### src/rtl/vga_pkg.sv
// Shared timing types and mode constants for the VGA timing generator.
// Every timing field is TW bits; line totals are computed two bits wider.
package vga_pkg;

    localparam int TW = 12;

    typedef struct packed {
        logic [TW-1:0] h_visible;
        logic [TW-1:0] h_front;
        logic [TW-1:0] h_sync;
        logic [TW-1:0] h_back;
        logic [TW-1:0] v_visible;
        logic [TW-1:0] v_front;
        logic [TW-1:0] v_sync;
        logic [TW-1:0] v_back;
        logic          h_pol;
        logic          v_pol;
    } vga_timing_t;

    localparam vga_timing_t VGA_640x480 = '{
        h_visible: 12'd640, h_front: 12'd16, h_sync: 12'd96, h_back: 12'd48,
        v_visible: 12'd480, v_front: 12'd10, v_sync: 12'd2,  v_back: 12'd33,
        h_pol: 1'b0, v_pol: 1'b0
    };

    localparam vga_timing_t VGA_800x600 = '{
        h_visible: 12'd800, h_front: 12'd40, h_sync: 12'd128, h_back: 12'd88,
        v_visible: 12'd600, v_front: 12'd1,  v_sync: 12'd4,   v_back: 12'd23,
        h_pol: 1'b1, v_pol: 1'b1
    };

    // Full line/frame length; the two extra bits expose overflow of TW.
    function automatic logic [TW+1:0] timing_total(
        input logic [TW-1:0] vis,
        input logic [TW-1:0] fr,
        input logic [TW-1:0] sy,
        input logic [TW-1:0] bk
    );
        return {2'b00, vis} + {2'b00, fr} + {2'b00, sy} + {2'b00, bk};
    endfunction

endpackage

### src/rtl/vga_delay_line.sv
// Enable-gated shift register used to align sync/valid with pixel data.
// DEPTH of 0 turns the block into a plain wire.
module vga_delay_line #(
    parameter int                 WIDTH   = 5,
    parameter int                 DEPTH   = 2,
    parameter logic [WIDTH-1:0]   RST_VAL = '0
) (
    input  logic             clk,
    input  logic             reset,
    input  logic             en,
    input  logic [WIDTH-1:0] din,
    output logic [WIDTH-1:0] dout
);

    generate
        if (DEPTH == 0) begin : g_pass
            logic unused_ctrl;
            assign unused_ctrl = ^{clk, reset, en};
            assign dout = din;
        end else begin : g_shift
            logic [WIDTH-1:0] stage_q [DEPTH];

            // Shift one stage per enabled pixel; hold otherwise.
            always_ff @(posedge clk) begin
                if (reset) begin
                    for (int i = 0; i < DEPTH; i++) stage_q[i] <= RST_VAL;
                end else if (en) begin
                    stage_q[0] <= din;
                    for (int i = 1; i < DEPTH; i++) stage_q[i] <= stage_q[i-1];
                end
            end

            assign dout = stage_q[DEPTH-1];
        end
    endgenerate

endmodule

### src/rtl/vga_timing_gen.sv
// Runtime-reconfigurable VGA timing generator with shadowed mode switch
// at frame boundaries and an enable-aligned output delay.
module vga_timing_gen
    import vga_pkg::*;
#(
    parameter int          COORD_W    = TW,
    parameter int          IDX_W      = 20,
    parameter int          FCNT_W     = 8,
    parameter int          SYNC_DELAY = 2,
    parameter vga_timing_t DEF_TIMING = VGA_640x480
) (
    input  logic               clk,
    input  logic               reset,
    input  logic               pix_ce,
    input  vga_timing_t        cfg,
    input  logic               cfg_load,
    output logic               cfg_pending,
    output logic               cfg_err,
    output logic [COORD_W-1:0] horizontal_coord,
    output logic [COORD_W-1:0] vertical_coord,
    output logic [IDX_W-1:0]   idx,
    output logic               h_sync,
    output logic               v_sync,
    output logic               valid,
    output logic               line_start,
    output logic               frame_start,
    output logic [FCNT_W-1:0]  frame_count
);

    localparam int LW = COORD_W + 2;
    localparam logic [LW-1:0] MAX_LINE = {2'b00, {COORD_W{1'b1}}};
    localparam logic [4:0] DLY_RST = {~DEF_TIMING.h_pol, ~DEF_TIMING.v_pol, 3'b000};

    vga_timing_t        active_q, active_d;
    vga_timing_t        pend_q, pend_d;
    logic               pend_vld_q, pend_vld_d;
    logic               err_q, err_d;
    logic [COORD_W-1:0] h_q, h_d;
    logic [COORD_W-1:0] v_q, v_d;
    logic [IDX_W-1:0]   idx_q, idx_d;
    logic [FCNT_W-1:0]  fcnt_q, fcnt_d;

    logic [LW-1:0] h_total, v_total;
    logic [LW-1:0] cfg_h_total, cfg_v_total;
    logic [LW-1:0] hs_start, hs_end, vs_start, vs_end;
    logic [LW-1:0] hx, vx;
    logic          h_last, v_last, frame_wrap;
    logic          cfg_ok, cfg_take;
    logic          hs_raw, vs_raw, vis_raw, ls_raw, fs_raw;
    logic          hs_pol, vs_pol;
    logic [4:0]    dly_in, dly_out;

    // Geometry of the running mode.
    always_comb begin
        h_total  = timing_total(active_q.h_visible, active_q.h_front,
                                active_q.h_sync, active_q.h_back);
        v_total  = timing_total(active_q.v_visible, active_q.v_front,
                                active_q.v_sync, active_q.v_back);
        hs_start = {2'b00, active_q.h_visible} + {2'b00, active_q.h_front};
        hs_end   = hs_start + {2'b00, active_q.h_sync};
        vs_start = {2'b00, active_q.v_visible} + {2'b00, active_q.v_front};
        vs_end   = vs_start + {2'b00, active_q.v_sync};
        hx       = {2'b00, h_q};
        vx       = {2'b00, v_q};
        h_last   = (hx == h_total - LW'(1));
        v_last   = (vx == v_total - LW'(1));
        frame_wrap = pix_ce && h_last && v_last;
    end

    // Validate an incoming mode before it may be shadowed.
    always_comb begin
        cfg_h_total = timing_total(cfg.h_visible, cfg.h_front,
                                   cfg.h_sync, cfg.h_back);
        cfg_v_total = timing_total(cfg.v_visible, cfg.v_front,
                                   cfg.v_sync, cfg.v_back);
        cfg_ok = (cfg.h_visible != '0) && (cfg.h_sync != '0) &&
                 (cfg.v_visible != '0) && (cfg.v_sync != '0) &&
                 (cfg_h_total <= MAX_LINE) && (cfg_v_total <= MAX_LINE);
        cfg_take = cfg_load && cfg_ok;
    end

    // Raw per-pixel flags from the undelayed counters.
    always_comb begin
        hs_raw  = (hx >= hs_start) && (hx < hs_end);
        vs_raw  = (vx >= vs_start) && (vx < vs_end);
        hs_pol  = active_q.h_pol ? hs_raw : ~hs_raw;
        vs_pol  = active_q.v_pol ? vs_raw : ~vs_raw;
        vis_raw = (h_q < active_q.h_visible) && (v_q < active_q.v_visible);
        ls_raw  = (h_q == '0);
        fs_raw  = ls_raw && (v_q == '0);
        dly_in  = {hs_pol, vs_pol, vis_raw, ls_raw, fs_raw};
    end

    // Raster counters, linear index and frame counter advance on pix_ce.
    always_comb begin
        h_d    = h_q;
        v_d    = v_q;
        idx_d  = idx_q;
        fcnt_d = fcnt_q;
        if (pix_ce) begin
            if (h_last) begin
                h_d = '0;
                v_d = v_last ? '0 : v_q + 1'b1;
            end else begin
                h_d = h_q + 1'b1;
            end
            if (frame_wrap) begin
                idx_d  = '0;
                fcnt_d = fcnt_q + 1'b1;
            end else if (vis_raw) begin
                idx_d = idx_q + 1'b1;
            end
        end
    end

    // Shadow register: accepted modes wait for the frame wrap.
    always_comb begin
        active_d   = active_q;
        pend_d     = pend_q;
        pend_vld_d = pend_vld_q;
        err_d      = cfg_load && !cfg_ok;
        if (frame_wrap) begin
            pend_vld_d = 1'b0;
            if (cfg_take) begin
                active_d = cfg;
            end else if (pend_vld_q) begin
                active_d = pend_q;
            end
        end else if (cfg_take) begin
            pend_d     = cfg;
            pend_vld_d = 1'b1;
        end
    end

    // State registers.
    always_ff @(posedge clk) begin
        if (reset) begin
            active_q   <= DEF_TIMING;
            pend_q     <= DEF_TIMING;
            pend_vld_q <= 1'b0;
            err_q      <= 1'b0;
            h_q        <= '0;
            v_q        <= '0;
            idx_q      <= '0;
            fcnt_q     <= '0;
        end else begin
            active_q   <= active_d;
            pend_q     <= pend_d;
            pend_vld_q <= pend_vld_d;
            err_q      <= err_d;
            h_q        <= h_d;
            v_q        <= v_d;
            idx_q      <= idx_d;
            fcnt_q     <= fcnt_d;
        end
    end

    vga_delay_line #(
        .WIDTH   (5),
        .DEPTH   (SYNC_DELAY),
        .RST_VAL (DLY_RST)
    ) u_dly (
        .clk   (clk),
        .reset (reset),
        .en    (pix_ce),
        .din   (dly_in),
        .dout  (dly_out)
    );

    assign horizontal_coord = h_q;
    assign vertical_coord   = v_q;
    assign idx              = idx_q;
    assign frame_count      = fcnt_q;
    assign cfg_pending      = pend_vld_q;
    assign cfg_err          = err_q;
    assign h_sync           = dly_out[4];
    assign v_sync           = dly_out[3];
    assign valid            = dly_out[2];
    assign line_start       = dly_out[1] & pix_ce;
    assign frame_start      = dly_out[0] & pix_ce;

endmodule

### config.mk
export PLATFORM = sky130hd
export DESIGN_NAME = vga_timing_gen
export DESIGN_NICKNAME = d
export VERILOG_FILES = /design/src/rtl/vga_pkg.sv /design/src/rtl/vga_delay_line.sv /design/src/rtl/vga_timing_gen.sv
export SDC_FILE = /design/constraint.sdc
export NUM_CORES = 1
export LEC_CHECK = 0
export CAP_MARGIN = 20
export CORE_MARGIN = 2
export CORE_UTILIZATION = 40
export CTS_CLUSTER_DIAMETER = 150
export DETAILED_ROUTE_END_ITERATION = 6
export PLACE_DENSITY = 0.59
export SKIP_CTS_REPAIR_TIMING = 1
export SYNTH_ARGS = -nofsm -noshare
export SYNTH_HDL_FRONTEND = slang
export SYNTH_SLANG_ARGS = --single-unit
### constraint.sdc
create_clock -name clk -period 7.13 [get_ports clk]
set_input_delay 1.426 -clock clk [delete_from_list [all_inputs] [get_ports clk]]
set_output_delay 1.426 -clock clk [all_outputs]
set_load 0.005 [all_outputs]
Yosys cells after proc, flatten, opt, wreduce, memory -nomap -nowiden
Memory sizes are Yosys's and may differ from the RTL's.
Index checks and enable logic that the tools add are counted.
{ "word_totals": {"reg_bits": 250, "output_inout_bits": 59, "romBits": 0, "ram_bits": 10, "memories": 1, "latchBits": 0} }
{ "memory_table": {"columns": ["memory", "depth", "word_bits", "rd", "rd_ports_with_merged_regs", "write_ports", "line_no", "source"], "rows": [
  ["u_dly.g_shift.stage_q", 2, 5, 2, 0, 2, "vga_delay_line.sv:21", "logic [WIDTH-1:0] stage_q [DEPTH];"]
]} }
{ "classes": {"bitwise_logic": 7, "n_shift": 0, "muxes": 15, "magnitude_cmp": 8, "n_mul": 0, "n_eq_ne": 2, "n_div": 0, "add_sub_neg": 18, "n_reduce_logical": 28} }
{ "op_table": {"columns": ["operator", "n"], "rows": [
  ["$mux 98", 2],
  ["$add 13x12->14", 4],
  ["$add 14x12->14", 4],
  ["$add 12x12->13", 4],
  ["$reduce_bool 12->1", 4],
  ["$mux 20", 2],
  ["$eq 12x14->1", 2],
  ["$le 14x12->1 const B", 2],
  ["$lt 12x14->1", 2],
  ["$sub 14x1->14 const B", 2],
  ["$ge 12x13->1", 2],
  ["$add 12x1->12 const B", 2],
  ["$logic_not 12->1", 2],
  ["$lt 12x12->1", 2],
  ["$mux 12", 2],
  ["$add 20x1->20 const B", 1],
  ["$logic_and 1x1->1", 13],
  ["$mux 5", 2],
  ["$reduce_and 2->1", 5],
  ["$add 8x1->8 const B", 1],
  ["$mux 1", 7],
  ["$reduce_bool 2->1", 2],
  ["$not 1->1", 3],
  ["$and 1x1->1", 2],
  ["3 further kinds", 4]
]} }

Logic depth before layout (Yosys ltp)
Gate-level depths: netlist (run 1).
{ "depth": {"depth_word": 9, "ltp_mapped": 33, "mapped_depth_nobuf": 29} }

Hierarchy
Synthesis (run 1) repeated with hierarchy kept, for this count alone.
{ "unflattened": {"cells_unflattened": 2158, "area_unflattened_um2": 19438.6} }
{ "by_module_without_submodules": {"columns": ["mod", "instances", "area_each_um2", "seq_area_each_um2", "cells_per_inst"], "rows": [
  ["vga_timing_gen", 1, 18980.7, 5004.8, 2130],
  ["vga_delay_line", 1, 457.9, 300.3, 28]
]} }

Worst setup path before layout (run 1)
No wires, ideal clock.
{ "synth_timing": {"path_type": "register -> register", "from": "register active_q[26] (netlist name)", "to": "register idx_q[10], in the netlist idx[10]", "stages_incl_launch_ff": 30, "t_required_ps": 7009, "path_slack_ps": 582, "arrival_time_ps": 6427, "n_path_buf": 3, "cell_sequence": "dfxtp_1 > ha_1 > fa_1 > a21o_1 > a21oi_1 > nor2b_1 > o41a_1 > a21oi_1 > xnor2_1 > ha_1 > and3_1 > a211oi_1 > o21ai_0 > a21oi_1 > xor2_1 > ha_1 > inv_1 > ha_1 > and2_1 > a221o_1 > a22oi_1 > nand4_1 > a2111o_1 > or4_1 > or4b_1 > buf_6 > buf_2 > buf_2 > o2111ai_1 > nand2_1"} }
{ "synth_between": {"elab_chain_len": 8} }
{ "synth_lines": {"columns": ["element", "line_no", "source"], "rows": [
  ["start: declaration", "vga_timing_gen.sv:34", "vga_timing_t active_q, active_d;"],
  ["start signal: assignment", "vga_timing_gen.sv:147", "active_q <= active_d;"],
  ["$add 12x12->13 (*)", "vga_pkg.sv:39", "return {2'b00, vis} + {2'b00, fr} + {2'b00, sy} + {2'b00, bk};"],
  ["$add 13x12->14 (*)", "vga_pkg.sv:39", null],
  ["$add 14x12->14 (*)", "vga_pkg.sv:39", null],
  ["$sub 14x1->14 (*)", "vga_timing_gen.sv:66", "v_last = (vx == v_total - LW'(1));"],
  ["$eq 12x14->1 (*)", "vga_timing_gen.sv:66", null],
  ["$logic_and 1x1->1 (*)", "vga_timing_gen.sv:67", "frame_wrap = pix_ce && h_last && v_last;"],
  ["$reduce_bool 2->1 (no source line)", null, null],
  ["$reduce_and 2->1 (no source line)", null, null],
  ["end signal: assignment", "vga_timing_gen.sv:153", "idx_q <= idx_d;"],
  ["end: declaration", "vga_timing_gen.sv:40", "logic [IDX_W-1:0] idx_q, idx_d;"]
]} }
Mark *: on every way between the ends. The rest lies on a longest branch, timed or not.
A chain may end at the register's enable or synchronous reset.

Final worst setup path (run 1)
{ "layout_timing": {"from": "register active_q[38] (netlist name)", "to": "register idx_q[2], in the netlist idx[2]"} }
{ "layout_between": {"elab_chain_len": 8} }
{ "layout_lines": {"columns": ["element", "line_no"], "rows": [
  ["$add 12x12->13", "vga_pkg.sv:39"],
  ["$add 13x12->14", "vga_pkg.sv:39"],
  ["$add 14x12->14", "vga_pkg.sv:39"],
  ["$sub 14x1->14", "vga_timing_gen.sv:66"],
  ["$eq 12x14->1", "vga_timing_gen.sv:66"],
  ["$logic_and 1x1->1", "vga_timing_gen.sv:67"],
  ["$reduce_bool 2->1 (no source line)", null],
  ["$reduce_and 2->1 (no source line)", null]
]} }
Several ways; a longest one is shown, not always the timed one.

==> flow_metrics.py, run 1 <==
metrics = {
    "sta": {
        "hold_viol": 0,
        "fin_worst_skew_ns": 0.0161,
        "max_slew_margin_pct": 41.1,
        "setup_violations": 0,
        "worst_pin_slew_ns": 0.883,
        "fin_ws_ns": 0.299,
        "whs_ns": 0.450,
        "fin_setup_tns_ns": 0,
        "period_minus_slack_ns": 6.83,
        "drv_slew": 0,
        "fin_crit_sh_pct": 95.8,
        "clock.fmax_ghz": 0.146,
    },
    "logic_synthesis": {
        "synth_area_per_cell_um2": 8.30,
        "synthFlopType": "dfxtp_1",
        "yosysUniqueCellTypes": 72,
        "synth_top_cell_by_area": "dfxtp_1",
        "synth-edff-count": 10,
        "yosysTopAreaCellShare_pct": 27.6,
        "ys_async_sr_fraction_pct": 0,
        "netlist_instances": 2187,
        "yosys_warnings": 0,
        "ys_ff_latch": 260,
        "synth-seq-area-share_pct": 29.2,
        "synth_area_leaders": "dfxtp_1, ha_1, nand2_1, a21oi_1, fa_1",
        "syn_area_um2": 18200,
        "syn_nets": 2539,
    },
    "die": {
        "rows": 78,
        "die-area_um2": 47100,
        "die_w_um": 217,
        "fp.coreArea_um2": 45100,
        "pin_count": 161,
        "start_util_pct": 40.3,
        "die_y_um": 217,
    },
    "grt": {
        "grt_usage_pct": 21.3,
        "grt_pass1_vias": 14800,
        "grt_max_degree": 115,
        "grt_pass1_wl_um": 81000,
        "antenna_found_initial": 0,
        "grt_overflow": 0,
    },
    "cts": {
        "cts_tree": "yes",
        "htreeDepth": 1,
        "clockBufferDepth": 3,
        "numCtsBuffers": 29,
        "clk_pin_slew_ns": 0.06,
        "clock_latency_ns": 0.57,
        "cts_sinks": 260,
        "root_buffer": "clkbuf_16",
    },
    "worst_setup_path": {
        "crit_path_max_fanout": 36,
        "worstReg2RegStart": "active_q[38]$_SDFFE_PP0P_",
        "reg2reg_to": "idx[2]$_SDFFE_PP0P_",
        "end_kind": "register",
        "path_class": "register to register",
        "reg2regPathDepth": 27,
        "start_kind": "register",
        "crit_arrival_ns": 7.33,
        "reg2reg_slack_ns": 0.30,
        "worstPathRequired_ns": 7.63,
    },
    "status": {
        "status": "finished clean",
    },
    "placement": {
        "placed_area_um2": 20400,
        "dpl.hpwl_um": 38600,
        "post-place-cells": 2868,
        "dp_slack_ns": 0.157,
        "port_buffers": 160,
        "gp_congestion": 0.883,
    },
    "routing": {
        "wl_per_cell_um": 17.5,
        "avgViaCountPerCell": 5.35,
        "finalWirelength_um": 51100,
        "route.detailed.drc": 0,
        "drt_pre_antenna_iters": 5,
        "ant_nets": 0,
        "num_vias": 15700,
        "drtIter0Drc": 1091,
    },
    "pwr": {
        "static-leakage-power_nw": 8.72,
        "powerDensity_nw_per_um2": 173,
        "ir_worst_vdd_uv": 164,
    },
    "layout": {
        "layout.nets": 2655,
        "diodes": 0,
        "area_growth_pct": 18.4,
        "fill_cells": 4415,
        "drive_above_1_share_pct": 8.43,
        "fin_cells": 2926,
        "design_area_um2": 21500,
    },
    "worst_hold_path": {
        "min_to": "pend_q[22]$_SDFFE_PP0P_",
        "min_path_cells": 2,
        "hold_class": "register to register",
        "hold_start": "pend_q[22]$_SDFFE_PP0P_",
    },
    "run": {
        "cap_violations": 0,
    },
}
[kinds of logic after synthesis]
family | count (synthesis) | share of synthesized area (%)
compound gates | 460 | 16.0
flops | 260 | 29.2
xor+xnor | 103 | 4.97
simple gates | 758 | 18.6
mux | 104 | 6.31
buf+inv | 251 | 5.38
fa+ha+maj | 251 | 19.5
[how the worst max path moves through the flow]
stage	slack [ns]	start	cells past startpoint	to
floorplan	0.58	active_q[26]$_SDFFE_PP0P_	29	idx[10]$_SDFFE_PP0P_
global placement	0.28	active_q[26]$_SDFFE_PP0P_	27	idx[8]$_SDFFE_PP0P_
detailed placement	0.16	active_q[38]$_SDFFE_PP0P_	27	idx[10]$_SDFFE_PP0P_
CTS	0.11	active_q[38]$_SDFFE_PP0P_	27	idx[2]$_SDFFE_PP0P_
global route	-0.04	active_q[38]$_SDFFE_PP0P_	27	idx[2]$_SDFFE_PP0P_
finish	0.30	active_q[38]$_SDFFE_PP0P_	27	idx[2]$_SDFFE_PP0P_
[Yosys cell counts, drive strengths merged, types with 10 or more instances]
| master | number |
|---|---|
| ha | 196 |
| a2111o | 18 |
| and2 | 13 |
| nand2b | 14 |
| o211ai | 24 |
| o21ai | 54 |
| fa | 54 |
| dfxtp | 250 |
| a21o | 24 |
| o2111ai | 23 |
| a21oi | 228 |
| and3 | 24 |
| nor2 | 76 |
| xor2 | 51 |
| mux2 | 84 |
| nand3 | 61 |
| o21a | 15 |
| nand2 | 452 |
| edfxtp | 10 |
| a211oi | 10 |
| nand4 | 20 |
| nor2b | 14 |
| buf | 22 |
| xnor2 | 52 |
| nor4 | 25 |
| inv | 150 |
| a31oi | 12 |
| mux2i | 20 |
| nor3 | 23 |
| clkbuf | 79 |
[per-stage QoR]
step | util, % | power (mW)
after global placement | 45.3 | 2.20
after floorplan | - | 1.96
after global routing | 47.7 | 3.90
after CTS | 47.4 | 3.76
final | 47.7 | 3.72
after detailed placement | 45.3 | 2.21
[layout by cell type, fill, tap and decap left out, types with 52 or more instances in the layout]
cell type | netlist | final
clkdlybuf4s50_1 | 0 | 159
fa_1 | 54 | 53
o21ai_0 | 53 | 52
a21oi_1 | 228 | 226
dfxtp_1 | 250 | 250
mux2_2 | 84 | 84
nand2_1 | 452 | 452
nor2_1 | 76 | 74
inv_1 | 150 | 148
ha_1 | 196 | 193
nand3_1 | 61 | 61
[where the power goes]
group | internal [mW] | switching, mW
registers | 1.51 | 0.0249
clock network | 0.905 | 0.635
logic | 0.290 | 0.356
[sequential cells by signal, summed over array words and instances (netlist names)]
signal	cells
frame_count	8
pend_q	98
idx	20
horizontal_coord	12
u_dly.g_shift.stage_q	10
cfg_err	1
cfg_pending	1
active_q	98
vertical_coord	12
[worst max-delay path, stage by stage (launching register included)]
cell	delay (ns)
dfxtp_1	0.33
ha_1	0.21
fa_2	0.35
a21o_1	0.17
a21oi_2	0.16
nor2b_1	0.08
o41a_1	0.34
a21oi_1	0.19
xnor2_1	0.19
ha_2	0.36
and3_1	0.20
a211oi_2	0.27
o21ai_0	0.11
a21oi_1	0.17
xor2_1	0.23
ha_1	0.27
inv_1	0.06
ha_1	0.29
and3_1	0.25
and3_1	0.18
a311oi_1	0.24
mux2i_1	0.14
a2111o_1	0.39
or4_1	0.41
or4b_4	0.54
buf_12	0.19
a2111o_1	0.37
nand2_1	0.07
[area by class of cell]
cell class	count	area (µm²)	area share, %
Multi-Input combinational cell	1676	12000	55.8
Sequential cell	260	5310	24.7
Timing Repair Buffer	186	1910	8.89
Clock buffer	43	858	3.99
Tap cell	600	751	3.49
Inverter	150	563	2.62
Clock inverter	11	118	0.547
[routing by layer]
| metal | share of wire [%] | track usage [%] |
|---|---|---|
| met5 | 0 | 0 |
| met4 | 2.7 | 5.75 |
| met3 | 4.4 | 2.22 |
| met2 | 43 | 32.5 |
| met1 | 50 | 31.8 |
No activity file was read; power rests on OpenSTA's default activity.
==> run 2: changes to the inputs <==
- PLACE_DENSITY: 0.59 -> not set
- PLACE_DENSITY_LB_ADDON: not set -> 0.25
- TNS_END_PERCENT: not set -> 10
==> run 2 against run 1 <==
Effect of this change: worst hold slack improved by 0.0014 ns; non-clock buffer count up 3; clock power shrank 4%; flip-flop and latch count did not move; final cell count about the same; largest cell class unchanged; largest power group is now registers; highest routed layer unchanged.
==> flow_metrics.py, run 2 (synthesis results as in run 1) <==
metrics = {
    "status": {
        "status": "finished clean",
    },
    "pwr": {
        "ir_worst_vdd_uv": 155,
        "powerDensity_nw_per_um2": 171,
        "static-leakage-power_nw": 8.71,
    },
    "layout": {
        "layout.cells.most_common": "nand2_1",
        "drive_above_1_share_pct": 8.38,
        "diodes": 0,
        "fill_cells": 4398,
        "final_cell_mix": "nand2_1, dfxtp_1, a21oi_1",
        "area_growth_pct": 18.2,
        "layout.nets": 2658,
        "utilization_pct": 47.6,
    },
    "routing": {
        "ant_nets": 0,
        "wl_per_cell_um": 17.6,
        "avgViaCountPerCell": 5.40,
        "drtIter0Drc": 1248,
        "num_vias": 15800,
        "finalWirelength_um": 51600,
        "route.detailed.drc": 0,
        "drt_pre_antenna_iters": 5,
    },
    "worst_setup_path": {
        "cp_common_cell": "ha_1",
        "path_delay_family": "compound AO/OA/AOI/OAI gates",
        "worstPathRequired_ns": 7.63,
        "worst-path-buf-inv": 3,
        "crit_arrival_ns": 7.29,
        "crit_path_max_fanout": 35,
        "start_kind": "register",
        "critPathMaxStageDelay_ns": 0.54,
        "end_kind": "register",
        "path_class": "register to register",
        "crit_slowest_cell": "or4b_4",
    },
    "die": {
        "die_y_um": 217,
        "start_util_pct": 40.3,
        "fp.coreArea_um2": 45100,
        "die-area_um2": 47100,
        "pin_count": 161,
        "rows": 78,
        "die_w_um": 217,
    },
    "sta": {
        "fin_ws_ns": 0.332,
        "period_minus_slack_ns": 6.80,
        "fin_crit_sh_pct": 95.3,
        "clock.fmax_ghz": 0.147,
        "drv_slew": 0,
        "hold_viol": 0,
        "max_slew_margin_pct": 31.1,
        "fin_worst_skew_ns": 0.0175,
        "setup_violations": 0,
        "worst_pin_slew_ns": 1.03,
        "whs_ns": 0.452,
    },
    "cts": {
        "htreeDepth": 1,
        "cts_sinks": 260,
        "root_buffer": "clkbuf_16",
        "clockBufferDepth": 3,
        "cts_tree": "yes",
        "clk_pin_slew_ns": 0.06,
        "clock_latency_ns": 0.57,
        "numCtsBuffers": 29,
    },
    "grt": {
        "grt_pass1_wl_um": 81700,
        "grt_overflow": 0,
        "grt_max_degree": 115,
        "antenna_found_initial": 0,
        "grt_usage_pct": 21.6,
        "grt_pass1_vias": 15000,
    },
    "worst_hold_path": {
        "hold_class": "register to register",
    },
    "placement": {
        "dpl.hpwl_um": 38700,
        "port_buffers": 160,
        "dp_slack_ns": 0.0542,
        "gp_congestion": 0.876,
    },
    "run": {
        "cap_violations": 0,
    },
}
## run 2: changes by cell type in the layout (fill, tap and decap cells not counted), sizes merged
cell      delta
clkbuf       -4
clkinv       +6
inv          -3
buf          +3
clkinvlp     +1
bufinv       -1
## run 2: worst register-to-register path: cells and delay by family, from the launching register on
| kind | cells | cell delay [ns] |
|---|---|---|
| flip-flops | 1 | 0.32 |
| AO/OA/AOI/OAI | 12 | 3.04 |
| AND/OR/NAND/NOR | 7 | 1.38 |
| XOR/XNOR | 1 | 0.09 |
| adder cells (fa/ha/maj) | 5 | 1.55 |
| buffers and inverters | 3 | 0.35 |
## run 2: worst paths after layout
check | start | endpoint | slack, ns | depth (start not counted)
max | active_q[26]$_SDFFE_PP0P_ | idx[17]$_SDFFE_PP0P_ | 0.33 | 28
min | pend_q[84]$_SDFFE_PP0P_ | pend_q[84]$_SDFFE_PP0P_ | 0.45 | 2
max reg2reg | active_q[26]$_SDFFE_PP0P_ | idx[17]$_SDFFE_PP0P_ | 0.33 | 28
min reg2reg | pend_q[84]$_SDFFE_PP0P_ | pend_q[84]$_SDFFE_PP0P_ | 0.45 | 2
## run 2: power breakdown
group	leakage (nW)	internal [mW]	switching [mW]	total, mW
sequential	2.11	1.51	0.0242	1.53
combinational	6.13	0.292	0.361	0.652
clock	0.460	0.842	0.636	1.48
## run 2: final cells by class
cell class | count | area (µm²) | share of cell area [%]
clock buffers | 39 | 823 | 3.84
clock inverters | 14 | 101 | 0.472
inverters | 150 | 563 | 2.62
multi-input cells | 1676 | 12000 | 55.8
flip-flops and latches | 260 | 5310 | 24.7
well taps | 600 | 751 | 3.50
repair buffers | 189 | 1950 | 9.07
## run 2: per-stage QoR
step / instances / cell area, µm² / TNS [ns] / power (mW)
3_3_place_gp: 2871 / 20400 / 0 / 2.19
4_1_cts: 2924 / 21300 / 0 / 3.69
5_1_grt: 2928 / 21500 / -0.000177 / 3.83
6_report: 2928 / 21500 / 0 / 3.66
3_5_place_dp: 2871 / 20400 / 0 / 2.21
2_1_floorplan: 2187 / 18200 / 0 / 1.96
## run 2: metal layers
metal  global-route usage, %  vias up  routed length, µm
met1                    32.0     7509              25900
met5                       0        -                  0
met3                    2.53       61               2250
met2                    33.2      384              22500
met4                    5.27        0               1010
li1                        -     7871                  -
==> run 3: changes to the inputs <==
- ABC_CLOCK_PERIOD_IN_PS: not set -> 7130
==> results of run 3 <==
The final DEF is identical to that of run 2; final timing and power are the same.
